==> src/rtl/payment_controller.sv <==
// payment_controller -- coin-operated car-wash payment FSM.
//
// Accumulates coin credit, charges a single or double wash price on start,
// launches the washing machine with a one-cycle coin_in pulse, waits for the
// wash_done rising edge, and refunds remaining credit on cancel. All outputs
// are registered.
//
// Optional build macro: COIN_SYNC_EN -- when defined, coin_strobe/coin_value
// pass through a two-stage register pipeline before the FSM, so coin-to-credit
// latency is 3 cycles instead of 1.
//
// Ports:
//   clk, rst       clock (rising edge) and asynchronous active-high reset
//   coin_strobe    one-cycle coin pulse qualifying coin_value (01=1,10=2,11=5)
//   start_btn      start request, double_sel sampled with it
//   cancel_btn     refund request (wins over start)
//   wash_done      level from the machine, rising edge ends the wash
//   coin_in        one-cycle launch pulse to the machine
//   double_wash    double-wash selection held for the duration of the wash
//   credit         current credit (4-bit, never wraps)
//   busy           high in LAUNCH and RUNNING
//   coin_reject    one-cycle pulse for a returned coin
//   start_err      one-cycle pulse for a refused start
//   refund_pulse   one-cycle refund strobe, refund_amount valid with it
module payment_controller #(
  parameter int unsigned PRICE_SINGLE = 4,
  parameter int unsigned PRICE_DOUBLE = 6,
  parameter int unsigned CREDIT_MAX   = 15
) (
  input  logic       clk,
  input  logic       rst,
  input  logic       coin_strobe,
  input  logic [1:0] coin_value,
  input  logic       start_btn,
  input  logic       double_sel,
  input  logic       cancel_btn,
  input  logic       wash_done,
  output logic       coin_in,
  output logic       double_wash,
  output logic [3:0] credit,
  output logic       busy,
  output logic       coin_reject,
  output logic       start_err,
  output logic       refund_pulse,
  output logic [3:0] refund_amount
);

  localparam logic [1:0] S_IDLE    = 2'd0;
  localparam logic [1:0] S_COLLECT = 2'd1;
  localparam logic [1:0] S_LAUNCH  = 2'd2;
  localparam logic [1:0] S_RUNNING = 2'd3;

  logic [1:0] state_q, state_d;
  logic [3:0] credit_q, credit_d;
  logic       double_q, double_d;
  logic       coin_in_q, coin_in_d;
  logic       busy_q, busy_d;
  logic       reject_q, reject_d;
  logic       err_q, err_d;
  logic       refund_q, refund_d;
  logic [3:0] amt_q, amt_d;
  logic       wd_q;

  // Coin source seen by the FSM (direct or pipelined)
  logic       coin_stb;
  logic [1:0] coin_val;

`ifdef COIN_SYNC_EN
  logic       stb1_q, stb2_q;
  logic [1:0] val1_q, val2_q;

  always_ff @(posedge clk or posedge rst) begin
    if (rst) begin
      stb1_q <= 1'b0;
      stb2_q <= 1'b0;
      val1_q <= '0;
      val2_q <= '0;
    end else begin
      stb1_q <= coin_strobe;
      val1_q <= coin_value;
      stb2_q <= stb1_q;
      val2_q <= val1_q;
    end
  end

  assign coin_stb = stb2_q;
  assign coin_val = val2_q;
`else
  assign coin_stb = coin_strobe;
  assign coin_val = coin_value;
`endif

  logic [3:0] coin_units;
  logic [4:0] sum;
  logic [3:0] price;
  logic       in_wash;
  logic       coin_ok;
  logic       wd_rise;

  always_comb begin
    case (coin_val)
      2'b01:   coin_units = 4'd1;
      2'b10:   coin_units = 4'd2;
      2'b11:   coin_units = 4'd5;
      default: coin_units = 4'd0;
    endcase
    // 5-bit sum so the ceiling check cannot be fooled by 4-bit wrap
    sum     = {1'b0, credit_q} + {1'b0, coin_units};
    price   = double_sel ? 4'(PRICE_DOUBLE) : 4'(PRICE_SINGLE);
    in_wash = (state_q == S_LAUNCH) || (state_q == S_RUNNING);
    coin_ok = coin_stb && (coin_val != 2'b00) && !in_wash && !start_btn &&
              !cancel_btn && (sum <= 5'(CREDIT_MAX));
    // wd_q tracks wash_done every cycle, so a level already high on entry
    // into RUNNING never looks like an edge
    wd_rise = wash_done && !wd_q;

    state_d   = state_q;
    credit_d  = credit_q;
    double_d  = double_q;
    coin_in_d = 1'b0;
    reject_d  = coin_stb && !coin_ok;
    err_d     = 1'b0;
    refund_d  = 1'b0;
    amt_d     = '0;

    case (state_q)
      S_IDLE: begin
        if (cancel_btn) begin
          // nothing to refund; cancel still suppresses start
        end else if (start_btn) begin
          err_d = 1'b1;
        end else if (coin_ok) begin
          credit_d = sum[3:0];
          state_d  = S_COLLECT;
        end
      end
      S_COLLECT: begin
        if (cancel_btn) begin
          refund_d = 1'b1;
          amt_d    = credit_q;
          credit_d = '0;
          state_d  = S_IDLE;
        end else if (start_btn) begin
          if (credit_q >= price) begin
            credit_d  = credit_q - price;
            double_d  = double_sel;
            coin_in_d = 1'b1;
            state_d   = S_LAUNCH;
          end else begin
            err_d = 1'b1;
          end
        end else if (coin_ok) begin
          credit_d = sum[3:0];
        end
      end
      S_LAUNCH: begin
        state_d = S_RUNNING;
      end
      default: begin
        if (wd_rise) begin
          double_d = 1'b0;
          state_d  = (credit_q != '0) ? S_COLLECT : S_IDLE;
        end
      end
    endcase

    busy_d = (state_d == S_LAUNCH) || (state_d == S_RUNNING);
  end

  always_ff @(posedge clk or posedge rst) begin
    if (rst) begin
      state_q   <= S_IDLE;
      credit_q  <= '0;
      double_q  <= 1'b0;
      coin_in_q <= 1'b0;
      busy_q    <= 1'b0;
      reject_q  <= 1'b0;
      err_q     <= 1'b0;
      refund_q  <= 1'b0;
      amt_q     <= '0;
      wd_q      <= 1'b0;
    end else begin
      state_q   <= state_d;
      credit_q  <= credit_d;
      double_q  <= double_d;
      coin_in_q <= coin_in_d;
      busy_q    <= busy_d;
      reject_q  <= reject_d;
      err_q     <= err_d;
      refund_q  <= refund_d;
      amt_q     <= amt_d;
      wd_q      <= wash_done;
    end
  end

  assign coin_in       = coin_in_q;
  assign double_wash   = double_q;
  assign credit        = credit_q;
  assign busy          = busy_q;
  assign coin_reject   = reject_q;
  assign start_err     = err_q;
  assign refund_pulse  = refund_q;
  assign refund_amount = amt_q;

endmodule
==> config.mk <==
export PLATFORM = sky130hd
export DESIGN_NAME = payment_controller
export DESIGN_NICKNAME = d
export VERILOG_FILES = /design/src/rtl/payment_controller.sv
export SDC_FILE = /design/constraint.sdc
export NUM_CORES = 1
export LEC_CHECK = 0
export BUFFER_PORTS_ARGS = -buffer_cell sky130_fd_sc_hd__buf_2
export CAP_MARGIN = 15
export CELL_PAD_IN_SITES_DETAIL_PLACEMENT = 1
export CELL_PAD_IN_SITES_GLOBAL_PLACEMENT = 1
export CORE_MARGIN = 3
export CORE_UTILIZATION = 36
export CTS_CLUSTER_SIZE = 14
export DETAILED_ROUTE_END_ITERATION = 7
export GPL_ROUTABILITY_DRIVEN = 0
export GPL_TIMING_DRIVEN = 1
export PLACE_DENSITY = 0.7
export SLEW_MARGIN = 10
export SYNTH_ARGS = -nofsm -noshare
export SYNTH_HDL_FRONTEND = slang
export SYNTH_SLANG_ARGS = --single-unit
==> constraint.sdc <==
create_clock -name clk -period 1.9 [get_ports clk]
set_input_delay 0.095 -clock clk [delete_from_list [all_inputs] [get_ports clk]]
set_output_delay 0.095 -clock clk [all_outputs]
set_load 0.05 [all_outputs]
==> flow_summary.ini <==
[floorplanning]
die_h_um = 57.9
coreArea_um2 = 2520
die-area_um2 = 3350
die-width_um = 57.9
core.rowCount = 18
ios = 23
start_util = 0.384

[setup_path]
cp-end-kind = flip-flop
crit_path_top_delay_cell = dfrtp_2
critPathMaxFanout = 5
cp.required_ns = 2.09
path_cells = ha_4, fa_2, a21o_1, a211o_4, a221oi_4, o22ai_1
worstSetupPathType = flip-flop to flip-flop
worst_setup_path_start_kind = flip-flop
cpPeakStageDelay_ns = 0.43
worstPathArrival_ns = 2.16

[route]
wl_per_cell_um = 16.4
routed_wl_um = 2620
top_layer = met4
final_antenna_net_count = 0
drt_iter0_markers = 12
drtPass1Iterations = 4
dr_wl_met3_um = 81
drc = 0
vias = 856
wl_met2_um = 1330
vias_per_cell = 5.35
wl_met1_um = 1170

[synthesis]
ys_warn_count = 0
netlist_area_um2 = 970
synth_seq_cells = 16
syn_area_per_cell_um2 = 10.1
syn_inst = 96
yosys.area.top_type = dfrtp_1
netlist-cell-type-count = 36
synth.area.top_cells = dfrtp_1 41%, ha_1 6.5%, inv_1 3.5%
synthArstFlopShare = 1.00
yosys.area.top_type_share = 0.413
synth_edf_count = 0
synth_nets = 111
synth.most_common_cell = dfrtp_1
seq_area_frac_synth = 0.413
yosys_most_used_dff = dfrtp_1
synth_commonest_cells = 16 x dfrtp_1, 9 x inv_1, 7 x nor2_1, 5 x and3_1, 5 x ha_1

[sta]
finalCritPeriodShare = 1.04
fin_skew_ns = 0.000965
holdWs_ns = 0.0253
setup_violations = 4
drv_slew = 0
worstMarginPinSlew_ns = 0.628
clock.fmax_mhz = 507
fin_ws_ns = -0.0722
min_period_ns = 1.97
rsz0062_at_grt = true
maxSlewHeadroom = 0.581
hold_viol = 0

[global_routing]
grt_max_degree = 17
antenna_found_initial = 0
overflow = 0
grt_pass1_vias = 891
grt_pass1_wl_um = 4270
grt.total_usage = 0.169

[clocking]
cts_tree = yes
insertion_delay_ns = 0.30
cts_buffers = 3
path_clk_slew_ns = 0.10
clock_sinks = 16
htreeDepth = 1
clock_path_buffers = 2
clock_tree.root_cell = clkbuf_4

[power_and_ir_drop]
leakage_nw = 0.655
pwr_density_cell_nw_per_um2 = 1280
ir_drop_mv = 0.571

[outcome]
outcome = finished, violations left
violations = setup timing

[layout]
n_antenna_cell = 0
num-nets-final = 146
area_growth_pct = 29.9
drive_above_1_share = 0.377

[placed_design]
portBuffers = 22
place_ws_ns = -0.0585
hpwlAfterDp_um = 1910

[worst_hold_path]
hold_path_class = primary input to flip-flop

[job]
maxCapViolCount = 0
final timing paths:
kind                       slack, ns                    start  cells after the start                      end
min in group asynchronous       0.42                      rst                      3  double_wash$_DFFE_PP0P_
setup / recovery               -0.07    credit[0]$_DFFE_PP0P_                      6    credit[1]$_DFFE_PP0P_
setup reg to reg               -0.07    credit[0]$_DFFE_PP0P_                      6    credit[1]$_DFFE_PP0P_
hold / removal                  0.03              coin_strobe                      2    coin_reject$_DFF_PP0_
max in group asynchronous       1.04                      rst                      3    credit[0]$_DFFE_PP0P_
hold reg to reg                 0.57  double_wash$_DFFE_PP0P_                      2  double_wash$_DFFE_PP0P_
critical path: cells and delay by family (launching register included):
| family | cells | cell delay [ns] |
|---|---|---|
| compound gates | 4 | 0.91 |
| fa+ha+maj | 2 | 0.52 |
| flops | 1 | 0.43 |
power breakdown:
group          total (mW)  switching (mW)  internal [mW]  leakage (nW)
combinational       0.885           0.545          0.340         0.430
clock               0.239           0.122          0.117        0.0210
sequential          0.487          0.0760          0.411         0.204
total                1.61           0.743          0.868         0.655
area by class of cell:
cell class	instances	area, um^2
well taps	30	37.5
flip-flops and latches	16	404
inverters	9	33.8
clock buffers	4	36.3
multi-input cells	66	536
fillers	306	1260
repair buffers	35	213
stage by stage:
| stage | instance area (um^2) | setup TNS [ns] | util | std cells | power, mW |
|---|---|---|---|---|---|
| final | 1260 | -0.159 | 0.500 | 160 | 1.61 |
| after global routing | 1260 | -0.366 | 0.500 | 160 | 1.72 |
| after CTS | 1240 | -0.131 | 0.492 | 158 | 1.58 |
| after detailed placement | 1170 | -0.128 | 0.463 | 151 | 1.33 |
| after global placement | 1170 | 0 | 0.463 | 151 | 1.30 |
| after floorplan | 988 | -0.402 | - | 96 | 1.08 |
state kept, by name, indices dropped and copies added, names as in the netlist:
name and flops:
refund_amount 4, double_wash 1, start_err 1, credit 4, coin_reject 1, busy 1, refund_pulse 1, wd_q 1
coin_in 1, state_q 1
placed cells by master (no fill, tap or decap), drive strengths merged:
| cell type | synthesis | layout |
|---|---|---|
| a2111oi | 2 | 2 |
| a211o | 3 | 3 |
| a211oi | 2 | 2 |
| a21o | 3 | 3 |
| a21oi | 3 | 3 |
| a221oi | 2 | 2 |
| and2 | 4 | 4 |
| and2b | 1 | 1 |
| and3 | 5 | 5 |
| buf | 2 | 33 |
| clkbuf | 3 | 4 |
| dfrtp | 16 | 16 |
| dlygate4sd3 | 0 | 2 |
| fa | 1 | 1 |
| ha | 5 | 5 |
| inv | 9 | 9 |
| nand2 | 2 | 2 |
| nand2b | 1 | 1 |
| nand3 | 3 | 3 |
| nand3b | 1 | 1 |
| nor2 | 7 | 7 |
| nor2b | 4 | 4 |
| nor4b | 1 | 1 |
| o211ai | 2 | 2 |
| o21a | 2 | 2 |
| o21ai | 4 | 4 |
| o22a | 1 | 1 |
| o22ai | 3 | 3 |
| or4 | 1 | 1 |
| or4b | 1 | 1 |
| or4bb | 1 | 1 |
| xnor2 | 1 | 1 |
routing by layer:
layer / vias to the layer above / track usage
met4: 0 / 0.0596
li1: 412 / -
met2: 24 / 0.282
met1: 415 / 0.216
met5: - / 0
met3: 5 / 0.0334
repair_timing:
| action | CTS | global route |
|---|---|---|
| setup endpoints to repair | 5 | 5 |
| pin swaps | 0 | 1 |
| hold endpoints to repair | 17 | 0 |
| buffers inserted | 1 | 2 |
| hold buffers | 2 | 0 |
| resized for setup | 2 | 2 |
logic make-up after synthesis:
kind of cell	share of synthesized area
AO/OA/AOI/OAI	0.231
XOR/XNOR	0.00903
adder cells (fa/ha/maj)	0.0852
buffers and inverters	0.0632
flip-flops	0.413
AND/OR/NAND/NOR	0.199
Note: power is estimated with default switching activity, not from simulation.
